### src/rtl/rv32i_pkg.sv
// Shared RV32I types for the MEM-stage load/store path: FSM states, funct3 codes, access sizes.
package rv32i_pkg;

    typedef enum logic [1:0] {IDLE, REQ, WAIT, DONE} lsu_state_e;

    typedef enum logic [1:0] {SZ_B, SZ_H, SZ_W} acc_size_e;

    localparam logic [2:0] F3_B  = 3'b000;
    localparam logic [2:0] F3_H  = 3'b001;
    localparam logic [2:0] F3_W  = 3'b010;
    localparam logic [2:0] F3_BU = 3'b100;
    localparam logic [2:0] F3_HU = 3'b101;

    // Undefined encodings (and the unsigned codes on stores) fall back to a full word.
    function automatic acc_size_e access_size(input logic [2:0] f3, input logic is_store);
        case (f3)
            F3_B:    return SZ_B;
            F3_H:    return SZ_H;
            F3_BU:   return is_store ? SZ_W : SZ_B;
            F3_HU:   return is_store ? SZ_W : SZ_H;
            default: return SZ_W;
        endcase
    endfunction

endpackage

### src/rtl/load_formatter.sv
// Combinational load-data aligner: picks the addressed byte/half and sign- or zero-extends it.
module load_formatter
    import rv32i_pkg::*;
(
    input  logic [31:0] i_rdata,
    input  logic [1:0]  i_off,
    input  logic [2:0]  i_funct3,
    output logic [31:0] o_result
);

    logic [7:0]  w_byte;
    logic [15:0] w_half;

    always_comb begin
        w_byte = i_rdata[7:0];
        case (i_off)
            2'd1:    w_byte = i_rdata[15:8];
            2'd2:    w_byte = i_rdata[23:16];
            2'd3:    w_byte = i_rdata[31:24];
            default: w_byte = i_rdata[7:0];
        endcase
        w_half = i_off[1] ? i_rdata[31:16] : i_rdata[15:0];
    end

    always_comb begin
        o_result = i_rdata;
        case (i_funct3)
            F3_B:    o_result = {{24{w_byte[7]}}, w_byte};
            F3_BU:   o_result = {24'h0, w_byte};
            F3_H:    o_result = {{16{w_half[15]}}, w_half};
            F3_HU:   o_result = {16'h0, w_half};
            default: o_result = i_rdata;
        endcase
    end

endmodule

### src/rtl/mem_stage_lsu.sv
// RV32I MEM-stage load/store unit: valid/ready data-memory master with pipeline stall.
// Define MEM_LSU_MISALIGN_TRAP_EN to trap misaligned half/word accesses instead of truncating.
module mem_stage_lsu
    import rv32i_pkg::*;
#(
    parameter int unsigned TIMEOUT_CYCLES = 255
) (
    input  logic        clk,
    input  logic        rst_n,
    input  logic [31:0] ALU_MEM,
    input  logic [31:0] RS2_MEM,
    input  logic [31:0] INST_MEM,
    input  logic        MemRd_MEM,
    input  logic        MemWr_MEM,
    output logic        dmem_req_valid,
    input  logic        dmem_req_ready,
    output logic        dmem_we,
    output logic [31:0] dmem_addr,
    output logic [31:0] dmem_wdata,
    output logic [3:0]  dmem_be,
    input  logic        dmem_rsp_valid,
    input  logic [31:0] dmem_rdata,
    output logic [31:0] data_mem_out,
    output logic        stall_mem,
    output logic        bus_err,
    output logic        misalign_exc
);

    localparam logic [7:0] TimeoutCnt = 8'(TIMEOUT_CYCLES);
    localparam bit         TimeoutEn  = (TIMEOUT_CYCLES != 0);

    lsu_state_e  r_state, w_state_nxt;
    logic [7:0]  r_cnt, w_cnt_nxt, w_cnt_inc;
    logic [31:0] r_addr, r_wdata, r_data_out, w_data_nxt;
    logic [3:0]  r_be;
    logic        r_we;
    logic [2:0]  r_f3;
    logic [1:0]  r_off;
    logic        r_bus_err, w_bus_err_nxt;
    logic        r_misalign, w_misalign_nxt;

    logic        w_access, w_issue, w_misalign, w_timeout, w_stall;
    logic [2:0]  w_f3;
    logic [1:0]  w_off;
    acc_size_e   w_size;
    logic [3:0]  w_be;
    logic [31:0] w_wdata, w_fmt;

    logic        unused_inst;
    assign unused_inst = ^{INST_MEM[31:15], INST_MEM[11:0]};

    assign w_access = MemRd_MEM | MemWr_MEM;
    assign w_f3     = INST_MEM[14:12];
    assign w_off    = ALU_MEM[1:0];
    assign w_size   = access_size(w_f3, MemWr_MEM);

`ifdef MEM_LSU_MISALIGN_TRAP_EN
    assign w_misalign = ((w_size == SZ_H) && w_off[0]) || ((w_size == SZ_W) && (w_off != 2'd0));
`else
    assign w_misalign = 1'b0;
`endif

    always_comb begin
        w_be    = 4'hF;
        w_wdata = RS2_MEM;
        case (w_size)
            SZ_B: begin
                w_be    = 4'b0001 << w_off;
                w_wdata = {4{RS2_MEM[7:0]}};
            end
            SZ_H: begin
                w_be    = 4'b0011 << {w_off[1], 1'b0};
                w_wdata = {2{RS2_MEM[15:0]}};
            end
            default: begin
                w_be    = 4'hF;
                w_wdata = RS2_MEM;
            end
        endcase
    end

    load_formatter u_load_formatter (
        .i_rdata  (dmem_rdata),
        .i_off    (r_off),
        .i_funct3 (r_f3),
        .o_result (w_fmt)
    );

    assign w_cnt_inc = r_cnt + 8'd1;
    assign w_timeout = TimeoutEn && (w_cnt_inc == TimeoutCnt);

    always_comb begin
        w_state_nxt    = r_state;
        w_cnt_nxt      = r_cnt;
        w_data_nxt     = r_data_out;
        w_bus_err_nxt  = 1'b0;
        w_misalign_nxt = 1'b0;
        w_issue        = 1'b0;
        w_stall        = 1'b0;
        case (r_state)
            IDLE: begin
                if (w_access) begin
                    w_stall = 1'b1;
                    if (w_misalign) begin
                        w_misalign_nxt = 1'b1;
                        w_data_nxt     = 32'h0;
                        w_state_nxt    = DONE;
                    end else begin
                        w_issue     = 1'b1;
                        w_cnt_nxt   = 8'd0;
                        w_state_nxt = REQ;
                    end
                end
            end
            REQ: begin
                w_stall = 1'b1;
                if (dmem_req_ready) begin
                    w_cnt_nxt   = 8'd0;
                    w_state_nxt = r_we ? DONE : WAIT;
                end else if (w_timeout) begin
                    w_bus_err_nxt = 1'b1;
                    w_data_nxt    = 32'h0;
                    w_state_nxt   = DONE;
                end else begin
                    w_cnt_nxt = w_cnt_inc;
                end
            end
            WAIT: begin
                w_stall = 1'b1;
                if (dmem_rsp_valid) begin
                    w_data_nxt  = w_fmt;
                    w_state_nxt = DONE;
                end else if (w_timeout) begin
                    w_bus_err_nxt = 1'b1;
                    w_data_nxt    = 32'h0;
                    w_state_nxt   = DONE;
                end else begin
                    w_cnt_nxt = w_cnt_inc;
                end
            end
            DONE: begin
                w_state_nxt = IDLE;
            end
            default: begin
                w_state_nxt = IDLE;
            end
        endcase
    end

    always_ff @(posedge clk or negedge rst_n) begin
        if (!rst_n) begin
            r_state    <= IDLE;
            r_cnt      <= 8'd0;
            r_data_out <= 32'h0;
            r_bus_err  <= 1'b0;
            r_misalign <= 1'b0;
            r_addr     <= 32'h0;
            r_wdata    <= 32'h0;
            r_be       <= 4'h0;
            r_we       <= 1'b0;
            r_f3       <= 3'b000;
            r_off      <= 2'b00;
        end else begin
            r_state    <= w_state_nxt;
            r_cnt      <= w_cnt_nxt;
            r_data_out <= w_data_nxt;
            r_bus_err  <= w_bus_err_nxt;
            r_misalign <= w_misalign_nxt;
            // Request fields are frozen here so the bus sees them stable until ready.
            if (w_issue) begin
                r_addr  <= {ALU_MEM[31:2], 2'b00};
                r_wdata <= w_wdata;
                r_be    <= w_be;
                r_we    <= MemWr_MEM;
                r_f3    <= w_f3;
                r_off   <= w_off;
            end
        end
    end

    assign dmem_req_valid = (r_state == REQ);
    assign dmem_we        = r_we;
    assign dmem_addr      = r_addr;
    assign dmem_wdata     = r_wdata;
    assign dmem_be        = r_be;
    assign data_mem_out   = r_data_out;
    assign stall_mem      = w_stall;
    assign bus_err        = r_bus_err;
    assign misalign_exc   = r_misalign;

endmodule

### config.mk
export PLATFORM = sky130hd
export DESIGN_NAME = mem_stage_lsu
export DESIGN_NICKNAME = d
export VERILOG_FILES = /design/src/rtl/rv32i_pkg.sv /design/src/rtl/load_formatter.sv /design/src/rtl/mem_stage_lsu.sv
export SDC_FILE = /design/constraint.sdc
export NUM_CORES = 1
export LEC_CHECK = 0
export BUFFER_PORTS_ARGS = -buffer_cell sky130_fd_sc_hd__buf_2
export CELL_PAD_IN_SITES_DETAIL_PLACEMENT = 1
export CELL_PAD_IN_SITES_GLOBAL_PLACEMENT = 1
export CORE_UTILIZATION = 36
export CTS_CLUSTER_SIZE = 20
export DETAILED_ROUTE_END_ITERATION = 10
export PLACE_DENSITY = 0.82
export SYNTH_ARGS = -nofsm -noshare
export SYNTH_HDL_FRONTEND = slang
export SYNTH_HIERARCHICAL = 1
export SYNTH_SLANG_ARGS = --single-unit
### constraint.sdc
create_clock -name clk -period 2.6 [get_ports clk]
set_input_delay 0.52 -clock clk [delete_from_list [all_inputs] [get_ports clk]]
set_output_delay 0.52 -clock clk [all_outputs]
set_load 0.05 [all_outputs]
## Word level (Yosys, flattened, before mapping)

Index checks and enable logic that the tools add are counted.

- Bits in registers: 115
- Bits in latches: 0
- Bits in writable memories: 0
- Memory bits (read-only): 0
- Output and inout bits: 105
- Memories: 0

- Add/subtract/negate cells: 1
- Multiply operators: 0
- Divide/modulo/power cells: 0
- $lt $le $gt $ge: 0
- Eq/ne operators: 17
- Shifts and indexed selects: 2
- Multiplexer cells: 30
- Bitwise logic cells: 1
- Reductions and logical operators: 9

Operator list:

| kind | count |
|---|---|
| 32-bit case mux with 2 select lines | 2 |
| 32-bit case mux with 4 select lines | 1 |
| 32-bit 2-to-1 mux | 3 |
| 8-bit case mux with 3 select lines | 2 |
| 8-bit 2-to-1 mux | 4 |
| 16-bit 2-to-1 mux | 1 |
| 2-bit case mux with 4 select lines | 2 |
| 3-bit equality test (second input constant) | 4 |
| 2-bit 2-to-1 mux | 6 |
| 8-bit by 1-bit adder with 8-bit output (second input constant) | 1 |
| 2-bit equality test (second input constant) | 4 |
| 8-bit equality test (second input constant) | 1 |
| 4-bit case mux with 2 select lines | 1 |
| 2-bit by 1-bit equality test with 1-bit output (second input constant) | 3 |
| 3-bit by 1-bit equality test with 1-bit output (second input constant) | 2 |
| 3-bit logical NOT | 2 |
| 1-bit 2-to-1 mux | 6 |
| 2-bit inequality test (second input constant) | 3 |
| 2-bit logical NOT | 2 |
| 1-bit case mux with 2 select lines | 2 |
| 1-bit by 2-bit << shifter with 4-bit output (first input constant) | 1 |
| 2-bit by 2-bit << shifter with 4-bit output (first input constant) | 1 |
| 3-bit AND reduction | 1 |
| 3-bit nonzero test | 1 |
| other kinds (4) | 4 |

## Logic depth before layout (Yosys ltp)

- Depth after elaboration: 5
- Depth in mapped cells: 9
- Mapped depth without buffers: 7

## Cells and area by module

The synthesis kept the hierarchy.

By module, submodules not included:

| module | times used | cells an instance | area each (sq um) | sequential area each (sq um) |
|---|---|---|---|---|
| mem_stage_lsu | 1 | 486 | 5265.0 | 2877.8 |
| load_formatter | 1 | 111 | 668.1 | 0.0 |

## Least setup slack after synthesis

Ideal clock, no wire load.

- Path type: reg-to-output
- Start: reg r_state[0]
- End: out stall_mem
- Data arrival time: 1894 ps
- Data required time: 2080 ps
- Setup slack: 186 ps
- Stages on the path, launching flop included: 6
- Buffers on the path: 1
- Path through: dfrtp_1 -> inv_1 -> ha_1 -> o21ai_1 -> clkbuf_1 -> a21oi_1

- Word-level cells in the longest chain between the ends: 3
- Elaborated cells between the ends (all ways): 5
- Classes of those cells: eq/ne (2); mux (1); reduce/logical (2)

RTL lines:

| what | line | source |
|---|---|---|
| from (decl) | mem_stage_lsu.sv:32 | `lsu_state_e r_state, w_state_nxt;` |
| from (signal assigned) | mem_stage_lsu.sv:164 | `r_state <= w_state_nxt;` |
| 2-bit by 1-bit equality test with 1-bit output or 2-bit equality test (tied branches) | mem_stage_lsu.sv:100 | `case (r_state)` |
| 2-bit OR reduction (no line) | - |  |
| 1-bit case mux with 2 select lines * | mem_stage_lsu.sv:100 |  |
| to (decl) | mem_stage_lsu.sv:24 | `output logic stall_mem,` |

Mark *: on every way between the ends. The rest lies on a longest branch, timed or not.

## Worst setup path after layout

Same ends and word-level chain as after synthesis.

==> metrics.cfg <==
[worst_setup_path]
r2r-start=r_cnt[1]$_DFFE_PN0P_
cp_max_fo=5
cp.arrival_ps=1760
reg2reg_setup_slack_ps=480
worstReg2RegEnd=data_mem_out[24]$_DFFE_PN0P_
required_ps=2080
critPathLaunchType=register
rr_worst_depth=7
crit_type=reg -> out
end_kind=output pin

[power]
ir_drop_uv=1020
clkPwrFrac=0.200
switchingPower_mw=5.55
switching_share=0.497
p_leak_nw=3.91
powerDensity_nw_per_um2=1440
comb_power_share=0.543
p_int_mw=5.62
seqPwrFrac=0.257

[cts]
cts_root_buf=clkbuf_16
cts_buffers=17
cts_setup_buffers=0
clk_latency_ps=420
post_cts_resized=0
path_clk_slew_ps=60
cts_tree=done
cts_num_sinks=115
ctsHoldBuffers=0
cts_buffer_depth=2
ctsHtreeMaxLevel=4

[die]
die_w_um=130
core_um2=16000
die_y_um=130
initial_core_util=0.371
io_pins=239
dieArea_um2=17000
row_count=46

[sta]
rsz0062_at_grt=false
setup_viol=0
tightest_slew_ps=617
skew_ps=12.4
fin_tns_setup_ps=0
fin_crit_ps=2280
fin_ws_ps=317
relSlewSlack=0.586
fmax_mhz=438
slew_violations=0
finalCritPeriodShare=0.878
hold_violations=0

[route]
drt_iter0_markers=189
via_count=5352
drt-vias-per-instance=5.23
wl_per_cell_um=18.0
wirelength_um=18400
ant_nets=0
drt_pass1_iterations=4
drc_errors=0

[flow_run]
drv_cap=0

[global_routing]
grt_antenna_before_repair=1
grt_pass1_vias=5656
grt_max_degree=100
grt-ovfl-total=0
grt_first_pass_wirelength_um=29000
grt_usage=0.225

[synth]
synth_top_area_share=0.485
syn_area_um2=5930
synth_common_cells=dfrtp_1, nand2_1, o21ai_0
avgSynthCellArea_um2=9.94
ys_warn_count=6
yosysTopAreaCell=dfrtp_1
synth_edf_count=0
synthArstFlopShare=1.00
ys_seq_area_frac=0.485
synthFlopType=dfrtp_1
syn-instance-count=597
ys_types=52
yosys-top-cells-area=dfrtp_1, mux2_2, nand2_1
ys_ff_latch=115

[placement]
gp_congestion=0.810
portBuffers=206
dp_hpwl_um=13000
dp_slack_ps=443

[run_status]
status=finished clean

[min_path]
hold_class=in -> async

[cells_and_area]
area_growth_pct=30.6
layout-drive-gt1-share=0.383
final_nets=935

worst max path at each step:
stage	startpoint	end	cells after the start
after floorplan	r_state[0]$_DFFE_PN0P_	stall_mem	5
final	r_state[0]$_DFFE_PN0P_	stall_mem	5
after global routing	r_state[0]$_DFFE_PN0P_	stall_mem	5
after global placement	dmem_rdata[31]	data_mem_out[13]$_DFFE_PN0P_	6
after CTS	r_state[0]$_DFFE_PN0P_	stall_mem	5
after detailed placement	dmem_rdata[31]	data_mem_out[14]$_DFFE_PN0P_	6
state kept, by name (all words and copies together) (netlist names):
register / count
r_f3: 3
dmem_we: 1
r_off: 2
r_state: 2
r_cnt: 8
bus_err: 1
dmem_addr: 30
dmem_be: 4
data_mem_out: 32
dmem_wdata: 32
cells in the final DEF (no fill, tap or decap), types with 2 or more instances in the layout:
master / instances
clkinv_4: 6
o21ai_0: 74
nor4_1: 2
clkbuf_16: 17
ha_1: 8
nor2b_1: 7
nand3_1: 4
a21oi_1: 8
clkinv_2: 3
mux2i_1: 25
inv_1: 12
buf_2: 205
a21oi_2: 2
a22oi_1: 39
o41ai_2: 2
nand2b_1: 7
a21o_1: 19
and3_1: 4
dfrtp_1: 115
mux2_2: 44
o31ai_1: 3
o21ai_2: 2
nand2_1: 115
a221o_1: 8
buf_4: 12
inv_6: 3
nor2_1: 12
conb_1: 3
o21ai_1: 12
buf_12: 3
and3b_1: 2
cell type report:
| class | count | area [um2] |
|---|---|---|
| Antenna cell | 1 | 2.50 |
| Clock buffer | 18 | 429 |
| Clock inverter | 14 | 131 |
| Fill cell | 1880 | 8250 |
| Inverter | 12 | 45.0 |
| Multi-Input combinational cell | 427 | 2820 |
| Sequential cell | 115 | 2880 |
| Tap cell | 216 | 270 |
| Timing Repair Buffer | 220 | 1180 |
stage by stage:
stage,instances,cell area (um2),power (mW),hold WS (ps),util
floorplan,599,5940,7.43,224,-
global placement,990,7190,8.81,455,0.449
detailed placement,990,7190,8.98,465,0.449
CTS,1022,7750,11.3,35.4,0.484
global route,1023,7750,11.8,44.0,0.484
finish,1023,7750,11.2,38.0,0.484
cells by family (layout without fill, tap and decap cells):
logic type      count (synthesis)  after routing  share of synthesized area
mux                            70             70                      0.129
fa+ha+maj                       8              8                     0.0169
flops                         115            115                      0.485
xor+xnor                        1              1                    0.00148
other cells                     1              4                   0.000632
simple gates                  160            160                      0.117
buf+inv                        57            264                     0.0451
compound gates                185            185                      0.204
layer usage:
metal / part of all wire / track usage / vias up
met4: 0.013 / 0.0757 / 0
met1: 0.40 / 0.259 / 2645
met5: 0 / 0 / -
met3: 0.077 / 0.0806 / 21
li1: - / - / 2510
met2: 0.51 / 0.388 / 176
worst max-delay path, cell delays in order (launching register included):
cell	delay, ps
dfrtp_1	420
inv_1	160
ha_1	260
o21ai_4	90
a21oi_1	150
buf_2	280
power by group through the flow:
stage / Sequential, mW / Clock, mW / Combinational, mW
floorplan: 4.94 / 0 / 2.49
CTS: 2.88 / 2.28 / 6.12
global placement: 2.85 / 0 / 5.96
detailed placement: 2.90 / 0 / 6.09
global route: 2.97 / 2.37 / 6.50
finish: 2.87 / 2.23 / 6.07
(Power assumes the default switching activity.)
